[config.mk]
export PLATFORM = sky130hd
export DESIGN_NAME = matrix_mul_stream
export DESIGN_NICKNAME = d
export VERILOG_FILES = /design/src/rtl/mmul_pkg.sv /design/src/rtl/mmul_mac.sv /design/src/rtl/matrix_mul_stream.sv
export SDC_FILE = /design/constraint.sdc
export NUM_CORES = 1
export LEC_CHECK = 0
export CAP_MARGIN = 10
export CORE_ASPECT_RATIO = 0.9
export CORE_MARGIN = 4
export CORE_UTILIZATION = 55
export DETAILED_ROUTE_END_ITERATION = 8
export HOLD_SLACK_MARGIN = 0.12
export PLACE_DENSITY = 0.74
export SYNTH_ARGS = -nofsm -noshare
export SYNTH_HDL_FRONTEND = slang
export SYNTH_SLANG_ARGS = --single-unit
[constraint.sdc]
create_clock -name clk -period 6.89 [get_ports clk]
set_clock_uncertainty 0.15 [all_clocks]
set_input_delay 1.7225 -clock clk [delete_from_list [all_inputs] [get_ports clk]]
set_output_delay 1.7225 -clock clk [all_outputs]
set_load 0.005 [all_outputs]
[src/rtl/mmul_pkg.sv]
// mmul_pkg: default widths, FSM states and index type shared by the
// streaming matrix multiplier and its MAC.
package mmul_pkg;

  localparam int DEF_DW = 16;
  localparam int DEF_N  = 4;
  localparam int DEF_NN = DEF_N * DEF_N;
  localparam int ACCW   = 2 * DEF_DW + $clog2(DEF_N);
  localparam int IDXW   = $clog2(DEF_NN);

  typedef logic [IDXW-1:0] idx_t;

  typedef enum logic [1:0] {
    LOAD_A,
    LOAD_B,
    COMPUTE,
    DRAIN
  } state_t;

endpackage

[src/rtl/mmul_mac.sv]
// mmul_mac: one multiply-accumulate per enabled cycle, registered sum.
// MATRIX_MUL_STREAM_SAT_EN makes the output saturate instead of wrap.
module mmul_mac
  import mmul_pkg::*;
#(
  parameter int DW = DEF_DW,
  parameter int AW = ACCW
) (
  input  logic          clk,
  input  logic          rst,
  input  logic          i_en,
  input  logic          i_clear,
  input  logic [DW-1:0] i_a,
  input  logic [DW-1:0] i_b,
  output logic [DW-1:0] o_acc
);

  localparam int PW = 2 * DW;

  logic [AW-1:0] r_acc;
  logic [PW-1:0] w_prod;

  assign w_prod = PW'(i_a) * PW'(i_b);

  always_ff @(posedge clk) begin
    if (rst) begin
      r_acc <= '0;
    end else if (i_en) begin
      r_acc <= (i_clear ? '0 : r_acc) + AW'(w_prod);
    end
  end

`ifdef MATRIX_MUL_STREAM_SAT_EN
  assign o_acc = (|r_acc[AW-1:DW]) ? '1 : r_acc[DW-1:0];
`else
  logic w_unused_hi;
  assign w_unused_hi = ^r_acc[AW-1:DW];
  assign o_acc       = r_acc[DW-1:0];
`endif

endmodule

[src/rtl/matrix_mul_stream.sv]
// matrix_mul_stream: loads A then B over valid/ready, runs N^3 MACs,
// drains C row-major. Optional macro: MATRIX_MUL_STREAM_SAT_EN.
module matrix_mul_stream
  import mmul_pkg::*;
#(
  parameter int DW = DEF_DW,
  parameter int N  = DEF_N
) (
  input  logic          clk,
  input  logic          rst,
  input  logic          in_valid,
  output logic          in_ready,
  input  logic [DW-1:0] in_data,
  output logic          out_valid,
  input  logic          out_ready,
  output logic [DW-1:0] out_data,
  output logic          out_last,
  output logic          busy
);

  localparam int NN = N * N;
  localparam int IW = $clog2(NN);
  localparam int KW = $clog2(N);
  localparam int AW = 2 * DW + KW;
  localparam logic [IW-1:0] LASTI = IW'(NN - 1);
  localparam logic [KW-1:0] LASTK = KW'(N - 1);

  state_t r_state;
  state_t w_nstate;

  logic          r_in_rdy;
  logic [IW-1:0] r_idx;
  logic [IW-1:0] r_oidx;
  logic [IW-1:0] r_widx;
  logic          r_wpend;
  logic [KW-1:0] r_i;
  logic [KW-1:0] r_j;
  logic [KW-1:0] r_k;

  logic [DW-1:0] r_a [NN];
  logic [DW-1:0] r_b [NN];
  logic [DW-1:0] r_c [NN];

  logic          w_in_xfer;
  logic          w_out_xfer;
  logic          w_load_done;
  logic          w_mac_en;
  logic          w_k_last;
  logic          w_j_last;
  logic          w_mac_done;
  logic [IW-1:0] w_aidx;
  logic [IW-1:0] w_bidx;
  logic [IW-1:0] w_cidx;
  logic [DW-1:0] w_c;

  assign w_in_xfer   = in_valid && r_in_rdy;
  assign w_out_xfer  = out_valid && out_ready;
  assign w_load_done = w_in_xfer && (r_idx == LASTI);
  assign w_mac_en    = (r_state == COMPUTE);
  assign w_k_last    = (r_k == LASTK);
  assign w_j_last    = (r_j == LASTK);
  assign w_mac_done  = w_mac_en && w_k_last
                    && w_j_last && (r_i == LASTK);

  assign w_aidx = IW'(r_i) * IW'(N) + IW'(r_k);
  assign w_bidx = IW'(r_k) * IW'(N) + IW'(r_j);
  assign w_cidx = IW'(r_i) * IW'(N) + IW'(r_j);

  mmul_mac #(
    .DW (DW),
    .AW (AW)
  ) u_mac (
    .clk     (clk),
    .rst     (rst),
    .i_en    (w_mac_en),
    .i_clear (r_k == '0),
    .i_a     (r_a[w_aidx]),
    .i_b     (r_b[w_bidx]),
    .o_acc   (w_c)
  );

  // in_ready is registered so it stays low for one cycle after reset
  always_ff @(posedge clk) begin
    if (rst) begin
      r_state  <= LOAD_A;
      r_in_rdy <= 1'b0;
    end else begin
      r_state  <= w_nstate;
      r_in_rdy <= (w_nstate == LOAD_A) || (w_nstate == LOAD_B);
    end
  end

  always_comb begin
    w_nstate = r_state;
    unique case (r_state)
      LOAD_A:  if (w_load_done) w_nstate = LOAD_B;
      LOAD_B:  if (w_load_done) w_nstate = COMPUTE;
      COMPUTE: if (w_mac_done) w_nstate = DRAIN;
      DRAIN:   if (w_out_xfer && out_last) w_nstate = LOAD_A;
      default: w_nstate = LOAD_A;
    endcase
  end

  always_comb begin
    in_ready  = r_in_rdy;
    out_valid = 1'b0;
    out_data  = '0;
    out_last  = 1'b0;
    busy      = 1'b0;
    unique case (r_state)
      COMPUTE: busy = 1'b1;
      DRAIN: begin
        busy      = 1'b1;
        out_valid = 1'b1;
        out_data  = r_c[r_oidx];
        out_last  = (r_oidx == LASTI);
      end
      default: ;
    endcase
  end

  always_ff @(posedge clk) begin
    if (rst) begin
      r_idx   <= '0;
      r_oidx  <= '0;
      r_widx  <= '0;
      r_wpend <= 1'b0;
      r_i     <= '0;
      r_j     <= '0;
      r_k     <= '0;
    end else begin
      if (w_in_xfer) begin
        r_idx <= (r_idx == LASTI) ? '0 : r_idx + 1'b1;
      end
      if (w_mac_en) begin
        r_k <= w_k_last ? '0 : r_k + 1'b1;
        if (w_k_last) begin
          r_j <= w_j_last ? '0 : r_j + 1'b1;
          if (w_j_last) begin
            r_i <= (r_i == LASTK) ? '0 : r_i + 1'b1;
          end
        end
      end
      // final sum lands in the MAC register; store it one cycle later
      r_wpend <= w_mac_en && w_k_last;
      if (w_mac_en && w_k_last) begin
        r_widx <= w_cidx;
      end
      if (w_out_xfer) begin
        r_oidx <= out_last ? '0 : r_oidx + 1'b1;
      end
    end
  end

  always_ff @(posedge clk) begin
    if (w_in_xfer && (r_state == LOAD_A)) begin
      r_a[r_idx] <= in_data;
    end
    if (w_in_xfer && (r_state == LOAD_B)) begin
      r_b[r_idx] <= in_data;
    end
    if (r_wpend) begin
      r_c[r_widx] <= w_c;
    end
  end

endmodule

* Word-level counts from Yosys, hierarchy flattened
Memories as Yosys holds them, arrays and structs flattened. A register that Yosys moved wholly into a read port is not among the register bits.
Cells that the tools add are included.
** Word-level totals
- Flip-flop bits (word level) :: 56
- Latch bits :: 0
- RAM bits :: 768
- Memory bits (read-only) :: 0
- Bits of input ports :: 20
- Output and inout port bits :: 20
- Logic and storage cells :: 71
- Memories :: 3
** Memory list
- r_a :: words 16, bits a word 16, read ports 1, clocked after Yosys merged registers in 0, wr ports 1, RTL line matrix_mul_stream.sv:40 : logic [DW-1:0] r_a [NN];
- r_b :: words 16, bits a word 16, read ports 1, clocked after Yosys merged registers in 0, wr ports 1, RTL line matrix_mul_stream.sv:41 : logic [DW-1:0] r_b [NN];
- r_c :: words 16, bits a word 16, read ports 1, clocked after Yosys merged registers in 1, wr ports 1, RTL line matrix_mul_stream.sv:42 : logic [DW-1:0] r_c [NN];
** Operators by class
- $add $sub $neg :: 9
- Multiply operators :: 1
- Divide/modulo/power cells :: 0
- Order comparisons :: 0
- Eq/ne operators :: 9
- Shift-type cells :: 0
- Multiplexer cells :: 23
- Bitwise operators :: 0
- Reductions and logical operators :: 16
** Operators by type and width (count)
- $add 34x32->34 :: 1
- $mux 34 :: 1
- $mul 16x16->32 :: 1
- $mux 16 :: 1
- $mux 4 :: 4
- $mux 2 :: 7
- $add 4x2->4 :: 3
- $eq 2x2->1 const B :: 5
- $logic_and 1x1->1 :: 9
- $mux 1 :: 9
- $add 4x1->4 const B :: 2
- $eq 4x4->1 const B :: 2
- $pmux 2 s4 :: 1
- $add 2x1->2 const B :: 3
- $logic_not 2->1 :: 3
- $eq 2x1->1 const B :: 2
- $reduce_and 3->1 :: 1
- $reduce_and 2->1 :: 1
- $reduce_or 2->1 :: 1
- $logic_or 1x1->1 :: 1

* Longest topological paths before layout
Gate-level depths: netlist (run 1).
- Word-level depth :: 8
- Mapped depth :: 31
- Gate-level depth less buffers :: 26

* Cells and area by module
Synthesis (run 1) repeated with hierarchy kept, for this count alone.
** Second synthesis, totals
- Cell total of the unflattened synthesis :: 2073
- Area, all modules :: 35501.5 um^2
** By module, submodules not included
- matrix_mul_stream :: instances 1, cells an instance 1491, area each 30501.8 um^2, sequential area each 23582.6 um^2
- mmul_mac :: instances 1, cells an instance 582, area each 4999.8 um^2, sequential area each 320.3 um^2

* Worst setup path after synthesis (run 1)
No wires, ideal clock.
- Path kind :: flip-flop to flip-flop
- From :: register r_k[0]
- To :: register u_mac.r_acc[15]
- Setup time :: 0.132 ns
- Arrival time :: 6.833 ns
- Data required time :: 6.608 ns
- Setup slack :: -0.225 ns
- Stages on the path, launching flop included :: 29
- Buffers on the path :: 5
- Clock period less this slack :: 7.115 ns
- Cell sequence :: dfxtp_1 > buf_4 > buf_6 > buf_6 > buf_6 > buf_2 > mux4_2 > mux4_2 > inv_1 > nor2_1 > fa_1 > inv_1 > fa_1 > fa_1 > inv_1 > fa_1 > inv_1 > fa_1 > fa_1 > xnor2_1 > xnor2_1 > xnor2_1 > xnor2_1 > xnor2_1 > xnor2_1 > xnor3_1 > nor2_1 > nand3b_1 > a21oi_1
** Between the ends
- Word-level cells in the longest chain between the ends :: 4
- Elaborated cells between the ends (all ways) :: 8
- Those cells by class :: add/sub (3); mul (1); mux (1); reduce/logical (1); memory (2)
** Ends and longest elaborated chain
- start, declared :: RTL line matrix_mul_stream.sv:38 : logic [KW-1:0] r_k;
- start signal, assigned :: RTL line matrix_mul_stream.sv:136 : r_k <= w_k_last ? '0 : r_k + 1'b1;
- $add 4x2->4 (on tied branches) :: RTL line matrix_mul_stream.sv:65, matrix_mul_stream.sv:66
- $mem_v2 16x16 (on tied branches)
- $mul 16x16->32 :: RTL line mmul_mac.sv:23 : assign w_prod = PW'(i_a) * PW'(i_b);
- $add 34x32->34 * :: RTL line mmul_mac.sv:29 : r_acc <= (i_clear ? '0 : r_acc) + AW'(w_prod);
- end signal, assigned :: RTL line mmul_mac.sv:29
- end, declared :: RTL line mmul_mac.sv:20 : logic [AW-1:0] r_acc;
Every way passes the cells marked *; elsewhere a longest branch is shown, timed or not.
A chain may end at the register's enable or synchronous reset.

* Final worst setup path (run 1)
Same ends and word-level chain as after synthesis.

==> impl_metrics.csv, run 1 <==
group,metric,value,unit
floorplanning,dieWidth,275,µm
logic_synthesis,synth_area_leaders,"edfxtp_1 65%, mux4_2 14%, fa_1 5.3%, dfxtp_1 2.4%, ha_1 2.2%",
logic_synthesis,yosysSeqAreaShare,0.676,
critical_path,cp-start-kind,"flop",
logic_synthesis,yosys.area.top_type,"edfxtp_1",
logic_synthesis,synth-adder-area-share,0.0748,
logic_synthesis,synth_top_flop_cell,"edfxtp_1",
power_and_ir_drop,power_density,261,nW/µm²
floorplanning,die_h,249,µm
sta,worst_pin_slew,1.28,ns
sta,rsz0062_at_grt,"yes",
logic_synthesis,syn_area,35400,µm²
critical_path,cp.depth,25,
clock_tree,htreeDepth,3,
detailed_routing,firstDrtPassIters,5,
clock_tree,cts_tree,"yes",
logic_synthesis,synthSimpleGateAreaFrac,0.0474,
sta,fin_ws,0.0744,ns
layout,final_cells,3058,
clock_tree,clk_pin_slew_worst_paths,0.07,ns
sta,hold_ws,0.351,ns
sta,period_minus_slack,6.82,ns
layout,fin_nets,2322,
logic_synthesis,synth_xor_area_frac,0.0108,
logic_synthesis,syn_nets,2083,
sta,max_freq,147,MHz
layout,finalInstanceArea,41200,µm²
detailed_routing,post_drt_via_cell_ratio,6.10,
global_route,grt_usage,0.249,
logic_synthesis,synth.top_cell.area_share,0.652,
layout,final_layout_size_suffix_gt1_frac,0.281,
place,place_hpwl,49.4,mm
global_route,grt_overflow,0,
place,numPortBuffers,39,
global_route,grt_max_degree,53,
floorplanning,ios,40,
logic_synthesis,synth_cells,1908,
layout,syn_to_final_growth,16.4,%
logic_synthesis,avgSynthCellArea,18.5,µm²
logic_synthesis,synth_edf_count,768,
clock_tree,cts-root-buf,"clkbuf_16",
detailed_routing,wirelength,84.8,mm
critical_path,cp_max_fo,8,
sta,final_max_slew_viol_count,0,
global_route,grt_pass1_vias,18807,
critical_path,cp_slowest_stage_delay,0.60,ns
detailed_routing,drt_iter0_markers,2131,
logic_synthesis,yosys_warnings,0,
critical_path,cp-end-kind,"flop",
sta,setup_viol,0,
layout,num_antenna_cells,0,
clock_tree,cts_buffer_depth,3,
layout,regArea,23900,µm²
global_route,antenna_found_initial,0,
detailed_routing,drc,0,
logic_synthesis,synth_seq_cells,810,
floorplanning,start_util,0.560,
worst_hold_path,hold_path_depth,2,
clock_tree,cts_sinks,810,
worst_hold_path,hold_path_class,"flop to flop",
power_and_ir_drop,ir_drop,0.281,mV
sta,finalHoldViolations,0,
detailed_routing,wire_per_inst,27.7,µm
critical_path,r2r_cells,25,
logic_synthesis,synthMuxAreaShare,0.144,
status,status,"finished, final reports clean",
place,dp_slack,-0.204,ns
logic_synthesis,ys_types,55,
global_route,grt_pass1_wl,125,mm
detailed_routing,vias,18645,
layout,nFillCells,4109,
critical_path,critical_path_class,"flop to flop",
detailed_routing,ant_nets,0,
flow_run,cap_violations,0,
floorplanning,core_area,63100,µm²
logic_synthesis,synth_compound_area_frac,0.0190,
clock_tree,clk_latency,0.64,ns
clock_tree,cts_buffers,80,
critical_path,critPathRequiredTime,7.22,ns
place,place_area,37600,µm²
critical_path,crit_top_cell,"fa_2",
place,place_inst,2839,
logic_synthesis,synth_top_family_by_area,"multiplexers",
floorplanning,placementRows,87,
logic_synthesis,async_flop_share,0,
sta,period_share,0.989,
sta,maxSlewHeadroom,0.149,
power_and_ir_drop,power_leakage,0.0141,µW
critical_path,crit_family,"adder cells",
place,gp_congestion,0.870,
critical_path,arrival,7.14,ns
floorplanning,fp.dieArea,68400,µm²
clock_tree,ctsHoldBuffers,0,
layout,multi_input_area,10700,µm²
critical_path,cp_num_buf_inv,9,
critical_path,crit_path_top_delay_cell,"mux4_2",
==> area by class of cell <==
| cell class | instances | share of cell area |
|---|---|---|
| clock inverter | 49 | 0.0110 |
| sequential | 810 | 0.581 |
| clock buffer | 99 | 0.0540 |
| multi-input combinational | 862 | 0.260 |
| inverter | 153 | 0.0141 |
| timing repair buffer | 240 | 0.0539 |
| tap | 845 | 0.0257 |
==> cells by family after synthesis <==
logic type	Yosys count
and+or+nand+nor	345
adders and majority gates	155
xor gates and xnor gates	35
AOI/OAI and AO/OA	100
muxes	227
buffers and inverters	236
DFF	810
==> sequential cells by signal, summed over array words and instances, names as in the netlist, 4 cells and up, named ones only <==
name         count
u_mac.r_acc     16
r_a            256
r_b            256
r_c            256
r_oidx           4
r_idx            4
r_widx           4
==> cell usage after synthesis (all sizes together) (10+ instances only) <==
| library cell | n |
|---|---|
| edfxtp | 768 |
| mux4 | 223 |
| inv | 152 |
| nand2 | 99 |
| fa | 94 |
| nor2 | 89 |
| ha | 61 |
| and2 | 49 |
| a21oi | 45 |
| clkbuf | 43 |
| dfxtp | 42 |
| buf | 40 |
| nor2b | 29 |
| nand2b | 27 |
| xnor2 | 24 |
| nor3 | 23 |
| a22oi | 12 |
| o21ai | 10 |
==> where the power goes <==
part | switching [µW] | total, µW | leakage (µW) | internal [µW]
Combinational | 498 | 971 | 0.00540 | 473
Sequential | 3.84 | 5370 | 0.00736 | 5360
Clock | 1870 | 4400 | 0.00131 | 2540
Total | 2370 | 10700 | 0.0141 | 8370
==> worst register-to-register path: stages (launching register included) <==
cell and delay (ns):
dfxtp_4 0.37, buf_6 0.14, buf_12 0.15, buf_12 0.11
mux4_2 0.48, mux4_2 0.60, inv_4 0.13, nor2_2 0.05
fa_2 0.53, inv_2 0.05, fa_2 0.58, inv_1 0.06
fa_2 0.54, fa_2 0.43, fa_1 0.50, inv_1 0.05
fa_1 0.47, inv_1 0.04, ha_1 0.28, or2_2 0.31
a21oi_1 0.14, a31oi_1 0.06, buf_4 0.16, nor2_1 0.09
nand3b_1 0.13, a21oi_2 0.05
==> cell usage in the layout (no fill, tap or decap), types with 9 or more instances in the layout <==
| cell | instances |
|---|---|
| a21oi_1 | 43 |
| a22oi_1 | 9 |
| and2_1 | 46 |
| buf_12 | 14 |
| buf_4 | 169 |
| buf_6 | 9 |
| clkbuf_1 | 11 |
| clkbuf_16 | 87 |
| clkdlybuf4s50_1 | 38 |
| clkinv_1 | 15 |
| clkinv_2 | 18 |
| dfxtp_1 | 36 |
| edfxtp_1 | 768 |
| fa_1 | 89 |
| ha_1 | 61 |
| inv_1 | 144 |
| mux4_2 | 218 |
| nand2_1 | 94 |
| nand2b_1 | 26 |
| nor2_1 | 75 |
| nor2_2 | 14 |
| nor2b_1 | 27 |
| nor3_1 | 15 |
| xnor2_1 | 23 |
==> through the flow <==
| step | setup TNS, ns | utilization | total power (µW) |
|---|---|---|---|
| 2_1_floorplan | 0 | - | 6050 |
| 3_3_place_gp | -0.00726 | 0.595 | 6370 |
| 3_5_place_dp | -0.445 | 0.595 | 6390 |
| 4_1_cts | 0 | 0.639 | 10800 |
| 5_1_grt | -0.162 | 0.652 | 11200 |
| 6_report | 0 | 0.652 | 10700 |
==> worst paths after layout <==
path / from / to / slack [ns]
min reg2reg: r_widx[2]$_SDFFE_PP0P_ / r_widx[2]$_SDFFE_PP0P_ / 0.35
min: r_widx[2]$_SDFFE_PP0P_ / r_widx[2]$_SDFFE_PP0P_ / 0.35
max: r_k[0]$_SDFFE_PP0P_ / u_mac.r_acc[15]$_SDFFE_PP0P_ / 0.07
max reg2reg: r_k[0]$_SDFFE_PP0P_ / u_mac.r_acc[15]$_SDFFE_PP0P_ / 0.07
==> timing repair <==
item,4_1_cts,5_1_grt
resized for setup,4,60
cloned,0,1
buffers inserted,7,58
setup endpoints to repair,4,4
pin swaps,0,29
==> routing by layer <==
metal  routed length (µm)  global-route usage
met1                33900               0.362
met2                42900               0.402
met3                 6260              0.0400
met4                 1740              0.0660
met5                    0                   0
(Power assumes the default switching activity.)
==> run 2, diff against run 1 <==
Settings changed: CORE_UTILIZATION 55 to 45, HOLD_SLACK_MARGIN 0.12 to 0.15, PLACE_DENSITY 0.74 to 0.63.
==> run 2 against run 1 <==
Worst setup slack improved by 0.16 ns. Count of clock-buffer cells in the layout shrank 2. Global-route usage decreased by 4.5 points. Non-clock buffer count is 6 lower. Fmax up 2.5%. Critical path type unchanged. Largest power group unchanged. Highest routed layer unchanged.
==> impl_metrics.csv, run 2 (synthesis results as in run 1) <==
group,metric,value,unit
status,status,"finished, final reports clean",
detailed_routing,wirelength,83.8,mm
layout,top_regs,"r_a x256, r_b x256, r_c x256",
layout,syn_to_final_growth,17.5,%
place,numPortBuffers,39,
critical_path,cp-end-kind,"flop",
floorplanning,dieWidth,303,µm
global_route,grt_usage,0.204,
detailed_routing,ant_nets,0,
detailed_routing,vias,18202,
critical_path,startpoint,"r_k[0]$_SDFFE_PP0P_",
global_route,grt_overflow,0,
clock_tree,cts_tree,"yes",
sta,period_minus_slack,6.65,ns
layout,final_layout_size_suffix_gt1_frac,0.274,
layout,fin_nets,2319,
sta,finalHoldViolations,0,
detailed_routing,firstDrtPassIters,5,
sta,period_share,0.965,
detailed_routing,wire_per_inst,25.8,µm
critical_path,reg2reg_from,"r_k[0]$_SDFFE_PP0P_",
place,place_hpwl,52.4,mm
layout,final_cells,3251,
critical_path,arrival,7.01,ns
detailed_routing,post_drt_via_cell_ratio,5.60,
place,gp_congestion,0.878,
clock_tree,clk_latency,0.65,ns
floorplanning,core_area,77800,µm²
flow_run,cap_violations,0,
global_route,grt_pass1_vias,18789,
worst_hold_path,min_from,"r_widx[2]$_SDFFE_PP0P_",
place,place_inst,3037,
power_and_ir_drop,ir_drop,0.171,mV
global_route,grt_max_degree,39,
clock_tree,cts_sinks,810,
floorplanning,start_util,0.454,
sta,rsz0062_at_grt,"yes",
clock_tree,cts_buffers,83,
global_route,antenna_found_initial,0,
layout,num_antenna_cells,0,
power_and_ir_drop,power_density,264,nW/µm²
floorplanning,die_h,274,µm
sta,max_freq,150,MHz
clock_tree,cts-root-buf,"clkbuf_16",
floorplanning,fp.dieArea,83100,µm²
sta,final_max_slew_viol_count,0,
worst_hold_path,hold_path_class,"flop to flop",
sta,setup_tns,0,ns
clock_tree,clk_pin_slew_worst_paths,0.06,ns
sta,setup_viol,0,
detailed_routing,drc,0,
global_route,grt_pass1_wl,125,mm
detailed_routing,drt_iter0_markers,1789,
power_and_ir_drop,power_leakage,0.0141,µW
clock_tree,htreeDepth,3,
critical_path,cp_max_fo,17,
floorplanning,ios,40,
layout,mostFrequentLayoutCell,"edfxtp_1",
layout,layout_common_cells,"768 x edfxtp_1, 217 x mux4_2, 165 x buf_4",
floorplanning,placementRows,97,
critical_path,cp-start-kind,"flop",
critical_path,critical_path_class,"flop to flop",
sta,worst_pin_slew,1.26,ns
clock_tree,cts_buffer_depth,3,
power_and_ir_drop,p_total,11000,µW
sta,maxSlewHeadroom,0.159,
critical_path,critPathRequiredTime,7.25,ns
run 2: timing repair:
action	in CTS	in global routing
hold endpoints to repair	0	0
setup buffers	2	57
cloned	0	1
resized for setup	3	44
hold buffers	0	0
pin swaps	0	11
endpoints found under the setup margin	2	4
run 2: layer usage:
| metal | vias to the layer above | wire [µm] | GRT usage |
|---|---|---|---|
| met5 | - | 0 | 0 |
| met4 | 0 | 1610 | 0.0486 |
| met3 | 107 | 5130 | 0.0333 |
| met2 | 578 | 40400 | 0.326 |
| met1 | 9717 | 36600 | 0.298 |
| li1 | 7800 | - | - |
run 2: worst paths after layout:
check | end | slack [ns] | cells after the start
worst max-delay path | u_mac.r_acc[14]$_SDFFE_PP0P_ | 0.24 | 20
worst min-delay path | r_widx[2]$_SDFFE_PP0P_ | 0.37 | 2
worst max register to register | u_mac.r_acc[14]$_SDFFE_PP0P_ | 0.24 | 20
worst min register to register | r_widx[2]$_SDFFE_PP0P_ | 0.37 | 2
run 2: final cells by class:
type	instances	area, µm²
fillers	6055	36300
flip-flops and latches	810	23900
multi-input cells	862	10700
repair buffers	234	2200
clock buffers	97	2180
well taps	1039	1300
clock inverters	56	649
inverters	153	577
run 2: per-stage QoR:
step                      area [µm²]  hold WS [ns]   util  setup slack, ns
final                          41500         0.366  0.534            0.239
after global placement         37900         0.334  0.487           -0.161
after global routing           41500         0.399  0.534          -0.0250
after CTS                      40800         0.369  0.524          0.00294
after floorplan                35400         0.315      -          0.00590
after detailed placement       37900         0.358  0.487           -0.109
run 2: worst max-delay path: stages (launching register included):
cell       delay, ns
dfxtp_4         0.40
buf_4           0.14
buf_12          0.18
mux4_2          0.53
mux4_2          0.62
inv_2           0.15
nor2_1          0.07
fa_1            0.47
inv_1           0.05
fa_1            0.48
fa_1            0.51
fa_1            0.56
fa_1            0.43
fa_1            0.50
inv_1           0.04
ha_1            0.32
buf_4           0.16
a2111oi_1       0.38
buf_4           0.18
nor3_1          0.04
nand3b_1        0.17
run 2: where the power goes:
group          switching, µW  internal [µW]  total [µW]  leakage, µW
Sequential              3.81           5370        5370      0.00736
Combinational            511            468         979      0.00540
Clock                   1900           2700        4600      0.00138
==> run 3, diff against run 2 <==
Settings changed: SYNTH_HIERARCHICAL set to 1.
==> run 3 against run 2 <==
Worst setup slack got worse by 0.058 ns. Cell area fell by 1.6%. Via count rose by 2.3%. Non-clock buffer count fell by 43. Wire length fell by 3.0%. First-iteration DRC count fell by 16%. Critical path depth rose by 4. Fmax fell by 0.87%. Global-route usage fell by 1.0 points. Utilization fell by 1.0 points. Hold slack got worse by 0.012 ns. Highest routed layer is now met5.
==> impl_metrics.csv, run 3 <==
group,metric,value,unit
global_route,grt_pass1_vias,19080,
clock_tree,clk_pin_slew_worst_paths,0.06,ns
detailed_routing,post_drt_via_cell_ratio,5.55,
sta,maxSlewHeadroom,0.186,
logic_synthesis,post-synth-top-count-cell,"edfxtp_1",
logic_synthesis,synth_area_leaders,"edfxtp_1 65%, mux4_2 8.7%, fa_1 5.3%, mux2i_1 3.0%, dfxtp_1 2.4%",
global_route,grt_pass1_wl,122,mm
layout,final_cells,3353,
sta,setup_viol,0,
place,place_area,37700,µm²
layout,finalInstanceArea,40900,µm²
detailed_routing,drt_iter0_markers,1495,
detailed_routing,wirelength,81.3,mm
sta,setup_tns,0,ns
layout,mostFrequentLayoutCell,"edfxtp_1",
place,gp_congestion,0.823,
sta,finalHoldViolations,0,
clock_tree,cts_tree,"yes",
clock_tree,cts-root-buf,"clkbuf_16",
sta,final_max_slew_viol_count,0,
sta,hold_ws,0.355,ns
layout,nFillCells,6200,
detailed_routing,firstDrtPassIters,5,
sta,period_share,0.974,
sta,max_freq,149,MHz
detailed_routing,vias,18624,
place,numPortBuffers,39,
floorplanning,dieWidth,304,µm
sta,period_minus_slack,6.71,ns
sta,worst_pin_slew,1.22,ns
logic_synthesis,yosys_warnings,6,
global_route,grt_usage,0.194,
floorplanning,ios,40,
critical_path,crit_top_cell,"fa_1",
power_and_ir_drop,power_density,261,nW/µm²
layout,num_antenna_cells,0,
critical_path,arrival,7.03,ns
detailed_routing,ant_nets,0,
clock_tree,cts_buffers,82,
critical_path,cp-end-kind,"flop",
layout,final_layout_size_suffix_gt1_frac,0.200,
clock_tree,cts_buffer_depth,3,
logic_synthesis,synth_top_flop_cell,"edfxtp_1",
critical_path,critPathRequiredTime,7.21,ns
power_and_ir_drop,ir_drop,0.194,mV
logic_synthesis,synthTopCellsByCount,"768 x edfxtp_1, 157 x nand2_1, 138 x inv_1",
logic_synthesis,synth_cells,2073,
power_and_ir_drop,power_leakage,0.0137,µW
clock_tree,clk_latency,0.65,ns
layout,layout_common_cells,"768 x edfxtp_1, 138 x inv_1, 137 x mux4_2",
clock_tree,ctsHoldBuffers,0,
logic_synthesis,synth_seq_cells,810,
layout,syn_to_final_growth,15.1,%
worst_hold_path,hold_path_class,"flop to flop",
layout,fin_nets,2421,
layout,top_regs,"r_a x256, r_b x256, r_c x256",
clock_tree,htreeDepth,3,
global_route,grt_overflow,0,
clock_tree,cts_sinks,810,
floorplanning,placementRows,97,
critical_path,cp_max_fo,15,
critical_path,crit_family,"adder cells",
place,place_hpwl,49.7,mm
critical_path,cp_num_buf_inv,6,
logic_synthesis,avgSynthCellArea,17.1,µm²
logic_synthesis,yosysSeqAreaShare,0.673,
logic_synthesis,synth_edf_count,768,
floorplanning,fp.dieArea,83500,µm²
detailed_routing,drc,0,
logic_synthesis,syn_area,35500,µm²
floorplanning,die_h,274,µm
place,place_inst,3164,
critical_path,cp_slowest_stage_delay,0.53,ns
critical_path,path_cells,"buf_12 -> buf_4 -> mux4_2 -> a22oi_2 -> nand2_2 -> and2_1 -> fa_1 -> inv_1 -> fa_1 -> inv_1 -> fa_1 -> inv_1 -> fa_1 -> inv_1 -> fa_1 -> fa_1 -> ha_1 -> and2_1 -> o21ai_0 -> and3b_2 -> a21oi_4 -> nor3_1 -> nand3b_1 -> a21oi_1",
logic_synthesis,async_flop_share,0,
logic_synthesis,yosys.area.top_type,"edfxtp_1",
global_route,grt_max_degree,51,
status,status,"finished, final reports clean",
floorplanning,core_area,78000,µm²
critical_path,cp-start-kind,"flop",
logic_synthesis,syn_nets,2248,
logic_synthesis,ys_types,55,
flow_run,cap_violations,0,
critical_path,critical_path_class,"flop to flop",
global_route,antenna_found_initial,2,
detailed_routing,wire_per_inst,24.2,µm
logic_synthesis,synth.top_cell.area_share,0.650,
critical_path,crit_path_top_delay_cell,"fa_1",
floorplanning,start_util,0.455,
layout,final_util,0.524,
[run 3: cell count changes in the layout (fill, tap and decap cells not counted), sizes merged, moves of 7 or more]
cell    previous run  this run
mux2i              3       108
a22oi             12       109
mux4             223       144
nand2             99       158
buf              193       148
a21oi             45        19
nor2b             29        10
nand3              8        26
inv              156       143
nor3              23        14
o21ai             10        19
a221oi             9         1
and2              49        56
[run 3: cells by family (layout without fill, tap and decap cells)]
| family | Yosys count | count (layout) | share of synthesized area |
|---|---|---|---|
| and+or+nand+nor | 396 | 397 | 0.0517 |
| AOI/OAI and AO/OA | 176 | 176 | 0.0351 |
| DFF | 810 | 810 | 0.673 |
| adders and majority gates | 155 | 155 | 0.0745 |
| xor gates and xnor gates | 41 | 41 | 0.0109 |
| buffers and inverters | 243 | 483 | 0.0320 |
| muxes | 252 | 252 | 0.123 |
[run 3: cell type report]
| type | count | area (µm²) | share of cell area |
|---|---|---|---|
| sequential | 810 | 23900 | 0.585 |
| multi-input combinational | 1021 | 10600 | 0.260 |
| clock buffer | 102 | 2190 | 0.0536 |
| timing repair buffer | 191 | 1800 | 0.0440 |
| tap | 1039 | 1300 | 0.0318 |
| inverter | 140 | 526 | 0.0129 |
| clock inverter | 50 | 510 | 0.0125 |
[run 3: repair_timing]
action | 4_1_cts | 5_1_grt
hold endpoints to repair | 0 | 0
setup endpoints to repair | 1 | 4
cloned | 0 | 3
buffers inserted | 0 | 29
gates resized for setup | 4 | 36
pin swaps | 0 | 10
[run 3: worst paths after layout]
path / start / endpoint / slack [ns] / cells after the start
worst max-delay path: r_k[0]$_SDFFE_PP0P_ / u_mac/r_acc[15]$_SDFFE_PP0P_ / 0.18 / 24
worst min-delay path: r_widx[0]$_SDFFE_PP0P_ / r_widx[0]$_SDFFE_PP0P_ / 0.35 / 2
worst max register to register: r_k[0]$_SDFFE_PP0P_ / u_mac/r_acc[15]$_SDFFE_PP0P_ / 0.18 / 24
worst min register to register: r_widx[0]$_SDFFE_PP0P_ / r_widx[0]$_SDFFE_PP0P_ / 0.35 / 2
[run 3: power breakdown]
group          internal, µW  leakage, µW  switching, µW
Clock                  2550      0.00129           1860
Sequential             5370      0.00732           4.03
Combinational           403      0.00508            471
Total                  8320       0.0137           2340
[run 3: tightest hold or removal path: cells and delay by family (launching register included)]
family | cells | cell delay (ns)
flops | 1 | 0.34
simple gates | 1 | 0.06
compound gates | 1 | 0.06
[run 3: metal layers]
layer	up-vias	share of wire	track usage
met4	4	0.023	0.0529
met2	584	0.49	0.321
met1	9721	0.44	0.270
met3	125	0.054	0.0313
met5	-	0.00091	0.00523
li1	8190	-	-
[run 3: per-stage QoR]
stage                     total power [µW]  worst slack, ns
after floorplan                       6080            0.394
after global placement                6320           0.0802
after detailed placement              6330           0.0111
after CTS                            10700          0.00525
after global routing                 11100          -0.0217
final                                10700            0.181
